<file path="src/rtl/boot_loader.sv">
// boot_loader: receives a length-prefixed, checksummed byte frame, writes the
// 16-bit words it carries into instruction memory from address 0 and releases
// the cpu reset only after the trailing checksum matches.
module boot_loader #(
  parameter int ADDR_W = 15  // legal range 1..16: the 16-bit length field must fit the bound check
) (
  input  logic              clk,
  input  logic              reset,
  input  logic [7:0]        rx_data,
  input  logic              rx_valid,
  output logic              rx_ready,
  output logic [ADDR_W-1:0] rom_addr,
  output logic [15:0]       rom_wdata,
  output logic              rom_we,
  output logic              cpu_reset,
  output logic              busy,
  output logic              done,
  output logic              error
);

  // One extra bit so that a full 2^ADDR_W-word program is countable without wrap.
  localparam int CNT_W = ADDR_W + 1;
  localparam logic [16:0] MAX_LEN = 17'(1) << ADDR_W;

  typedef enum logic [2:0] {
    S_LEN_HI,
    S_LEN_LO,
    S_W_HI,
    S_W_LO,
    S_CSUM,
    S_RUN,
    S_ERR
  } state_e;

  state_e              state_q;
  logic [7:0]          hi_q;       // latched high byte of the length or of the current word
  logic [7:0]          sum_q;
  logic [16:0]         len_q;
  logic [CNT_W-1:0]    cnt_q;
  logic [ADDR_W-1:0]   rom_addr_q;
  logic [15:0]         rom_wdata_q;
  logic                rom_we_q;
  logic                cpu_reset_q;
  logic                busy_q;
  logic                done_q;
  logic                error_q;

  logic                accept;
  logic [7:0]          sum_d;
  logic [CNT_W-1:0]    cnt_d;
  logic [16:0]         len_full;
  logic                len_ok;

  // Handshake and next-value arithmetic shared by the state machine.
  always_comb begin
    rx_ready = !reset && (state_q != S_RUN) && (state_q != S_ERR);
    accept   = rx_valid && rx_ready;
    sum_d    = sum_q + rx_data;
    cnt_d    = cnt_q + CNT_W'(1);
    len_full = {1'b0, hi_q, rx_data};
    len_ok   = (len_full != 17'd0) && (len_full <= MAX_LEN);
  end

  // Frame parser, word writer and start-up sequencer; every output is registered.
  always_ff @(posedge clk) begin
    if (reset) begin
      state_q     <= S_LEN_HI;
      hi_q        <= '0;
      sum_q       <= '0;
      len_q       <= '0;
      cnt_q       <= '0;
      rom_addr_q  <= '0;
      rom_wdata_q <= '0;
      rom_we_q    <= 1'b0;
      cpu_reset_q <= 1'b1;
      busy_q      <= 1'b0;
      done_q      <= 1'b0;
      error_q     <= 1'b0;
    end else begin
      // NOTE: non-blocking assignments make every register here update from the
      // pre-edge values, so the default below and the later override in W_LO do
      // not race; the last assignment in program order wins.
      rom_we_q <= 1'b0;
      if (accept) begin
        case (state_q)
          S_LEN_HI: begin
            hi_q    <= rx_data;
            sum_q   <= sum_d;
            busy_q  <= 1'b1;
            state_q <= S_LEN_LO;
          end
          S_LEN_LO: begin
            sum_q <= sum_d;
            cnt_q <= '0;
            if (len_ok) begin
              len_q   <= len_full;
              state_q <= S_W_HI;
            end else begin
              error_q <= 1'b1;
              busy_q  <= 1'b0;
              state_q <= S_ERR;
            end
          end
          S_W_HI: begin
            hi_q    <= rx_data;
            sum_q   <= sum_d;
            state_q <= S_W_LO;
          end
          S_W_LO: begin
            sum_q       <= sum_d;
            rom_we_q    <= 1'b1;
            rom_wdata_q <= {hi_q, rx_data};
            rom_addr_q  <= cnt_q[ADDR_W-1:0];
            cnt_q       <= cnt_d;
            state_q     <= (17'(cnt_d) == len_q) ? S_CSUM : S_W_HI;
          end
          S_CSUM: begin
            busy_q <= 1'b0;
            if (rx_data == sum_q) begin
              cpu_reset_q <= 1'b0;
              done_q      <= 1'b1;
              state_q     <= S_RUN;
            end else begin
              error_q <= 1'b1;
              state_q <= S_ERR;
            end
          end
          default: ;  // RUN and ERR never accept a byte
        endcase
      end
    end
  end

  assign rom_addr  = rom_addr_q;
  assign rom_wdata = rom_wdata_q;
  assign rom_we    = rom_we_q;
  assign cpu_reset = cpu_reset_q;
  assign busy      = busy_q;
  assign done      = done_q;
  assign error     = error_q;

endmodule
</file>
<file path="config.mk">
export PLATFORM = sky130hd
export DESIGN_NAME = boot_loader
export DESIGN_NICKNAME = d
export VERILOG_FILES = /design/src/rtl/boot_loader.sv
export SDC_FILE = /design/constraint.sdc
export NUM_CORES = 1
export LEC_CHECK = 0
export BUFFER_PORTS_ARGS = -buffer_cell sky130_fd_sc_hd__buf_2
export CAP_MARGIN = 30
export CORE_ASPECT_RATIO = 2
export CORE_MARGIN = 2
export CORE_UTILIZATION = 57
export DETAILED_ROUTE_END_ITERATION = 10
export HOLD_SLACK_MARGIN = 0.03
export PLACE_DENSITY = 0.78
export RECOVER_POWER = 100
export SLEW_MARGIN = 20
export SYNTH_ARGS = -nofsm -noshare
export SYNTH_HDL_FRONTEND = slang
export SYNTH_SLANG_ARGS = --single-unit
</file>
<file path="constraint.sdc">
create_clock -name clk -period 2.9 [get_ports clk]
set_clock_uncertainty 0.2 [all_clocks]
set_input_delay 0.29 -clock clk [delete_from_list [all_inputs] [get_ports clk]]
set_output_delay 0.29 -clock clk [all_outputs]
set_load 0.03 [all_outputs]
</file>
==> out/metrics.cfg <==
[outcome]
status = complete, no violations

[critical_path]
crit_slowest_cell = or4_1
max_stage_delay_ns = 0.61
critPathKind = reg -> reg
path_cells = ha_1 -> and2_1 -> nand4_1 -> xnor2_1 -> or4_1 -> nor4_4 -> a22o_1
arrival_ns = 2.87
crit_path_start_kind = flip-flop
endpoint_kind = flip-flop
cp_max_fo = 8
cp.required_ns = 2.99

[global_route]
grt_pass1_wl_um = 16010
use_met3_pct = 4.788
met1_usage_pct = 26.67
top_usage_layer = met2
grtUsageTotal_pct = 26.03
grt_max_degree = 57
antenna_found_initial = 0
grt_util_met2_pct = 47.79
grt_pass1_vias = 3511
grt_overflow = 0

[synth]
syn_area_um2 = 4115
synth_flop_cell = dfxtp_1
ys_ff_latch = 87
syn_inst = 507
avgSynthCellArea_um2 = 8.117
postSynth.asyncResetShare_pct = 0
synth_top_family_by_area = simple AND/OR/NAND/NOR gates
syn_nets = 527
synth_edf_count = 0
yosysTopAreaCell = dfxtp_1
synthTopCellsByArea = dfxtp_1, nand2_1, a21oi_1, mux2i_1, xnor2_1
muxShareOfSynthArea_pct = 4.135
synth_simple_gate_area_share_pct = 24.11
yosysUniqueCellTypes = 48
synth_xor_area_share_pct = 6.598
synthTopCellsByCount = nand2_1, dfxtp_1, a21oi_1
synth_top_area_share_pct = 42.32
synth_adder_area_share_pct = 2.919
yosys_warnings = 0
synth_most_common_cell = nand2_1
synth_compound_area_share_pct = 14.72
yosysSeqAreaShare_pct = 42.32

[final_layout]
antenna_cells = 0
nNetsFinal = 559
drive_gt1_share_pct = 7.353
n_fill_cell = 592
synthToLayoutAreaGrowth_pct = 12.16

[timing]
max_slew_margin_pct = 40.79
finalSetupViolCount = 0
rsz0062_at_grt = false
slew_violations = 0
fin_hold_ws_ns = 0.04545
period_needed_ns = 2.780
fmax_mhz = 359.7
worst_slew_pin_slew_ns = 0.8882
setup_ws_ns = 0.1197
finalHoldViolations = 0
period_share_pct = 95.87
setup_tns_ns = 0

[clock_tree]
clk_path_buf_depth = 2
ctsHtreeMaxLevel = 3
tritoncts = done
root_buffer = clkbuf_16
post_cts_buffers = 0
path_clk_slew_ns = 0.06
cts_resized = 0
cts_sinks = 87
clock_latency_ns = 0.34
cts_made_buffers = 9
hold_buffers = 0

[floorplanning]
start_util_pct = 59.29
rows = 43
core_area_um2 = 6940
ios = 48
dieArea_um2 = 7956
die_y_um = 124.2
dieWidth_um = 64.08

[min_path]
hold_path.class = in -> reg

[drt]
wl_per_cell_um = 15.18
ant_nets = 0
drt_iter0_markers = 245
drt_pass1_iterations = 5
drt-total-wl_um = 9627
vias = 3559
via_per_inst = 5.614
drc = 0

[place]
place.gp.congestion = 0.8287
portBuffers = 47
dp_slack_ns = 0.1806
hpwl_um = 6974

[power]
power_density_nw_per_um2 = 585.9
finalPower_uw = 2704
vdd_ir_drop_max_mv = 0.5450
p_leak_uw = 0.001817

[run]
drv_cap = 0

## where the power goes
group	internal, uW	switching [uW]
Combinational	72.5	122
Clock	782	485
Sequential	1220	24.6
Total	2070	632
## metal layers
metal	routed length, um	up-vias
li1	-	1788
met1	3649	1645
met2	5275	99
met3	356	27
met4	345	0
met5	0	-
## logic make-up after synthesis
logic type / after synthesis
fa+ha+maj: 9
xor+xnor: 31
simple gates: 211
buf+inv: 44
flops: 87
mux: 17
compound gates: 108
## registers in the layout, indices dropped and copies added (netlist names)
signal     cells
cpu_reset      1
done           1
hi_q           8
busy           1
rom_wdata     16
rom_we         1
error          1
state_q        3
len_q         16
cnt_q         16
rom_addr      15
sum_q          8
## layout make-up
class	instances	area, um2	share of cell area [%]
tap	90	112.6	2.440
inverter	13	48.80	1.057
multi-input combinational	376	2160	46.79
sequential	87	1742	37.73
clock inverter	6	92.59	2.006
clock buffer	10	239.0	5.178
timing repair buffer	52	221.5	4.798
## cells in the final DEF (no fill, tap or decap), types with 2 or more instances in the layout
master      count
nand2b_1        2
o21ai_0        22
a22o_1          2
o2111ai_1       2
nor4_4          2
and3_1          5
o31ai_1         5
clkbuf_16       9
xor2_1         13
o21a_1          2
clkinvlp_4      2
bufinv_16       2
nor4_1          8
a21o_1          5
ha_1            8
a31oi_1         4
nor2b_1         4
buf_2          10
nand3_1        16
clkbuf_2        2
buf_4           3
nor2_1         37
nand3b_1        2
nand2_1       108
a21oi_1        61
dfxtp_1        87
xnor2_1        18
mux2i_1        17
clkbuf_1       37
nand4_1         3
nor3_1         13
inv_1          13
## stage by stage
stage	util (%)	instance area [um2]	cells
CTS	67.24	4667	634
finish	66.50	4616	634
global route	66.50	4616	634
floorplan	-	4115	507
global placement	62.47	4335	618
detailed placement	62.47	4335	618
## final timing paths
| path | slack (ns) | cells past startpoint | start | to |
|---|---|---|---|---|
| worst max-delay path | 0.12 | 7 | cnt_q[0]$_SDFFE_PP0P_ | state_q[2]$_SDFFE_PP0P_ |
| worst max register to register | 0.12 | 7 | cnt_q[0]$_SDFFE_PP0P_ | state_q[2]$_SDFFE_PP0P_ |
| worst min register to register | 0.25 | 2 | done$_SDFFE_PP0P_ | done$_SDFFE_PP0P_ |
| worst min-delay path | 0.05 | 3 | rx_data[0] | hi_q[0]$_SDFFE_PP0P_ |
## critical path: cells and delay by family (launching register included)
family                   cells  cell delay (ns)
AO/OA/AOI/OAI                1             0.17
XOR/XNOR                     1             0.20
adder cells (fa/ha/maj)      1             0.35
flip-flops                   1             0.49
AND/OR/NAND/NOR              4             1.30
Note: power is estimated with default switching activity, not from simulation.
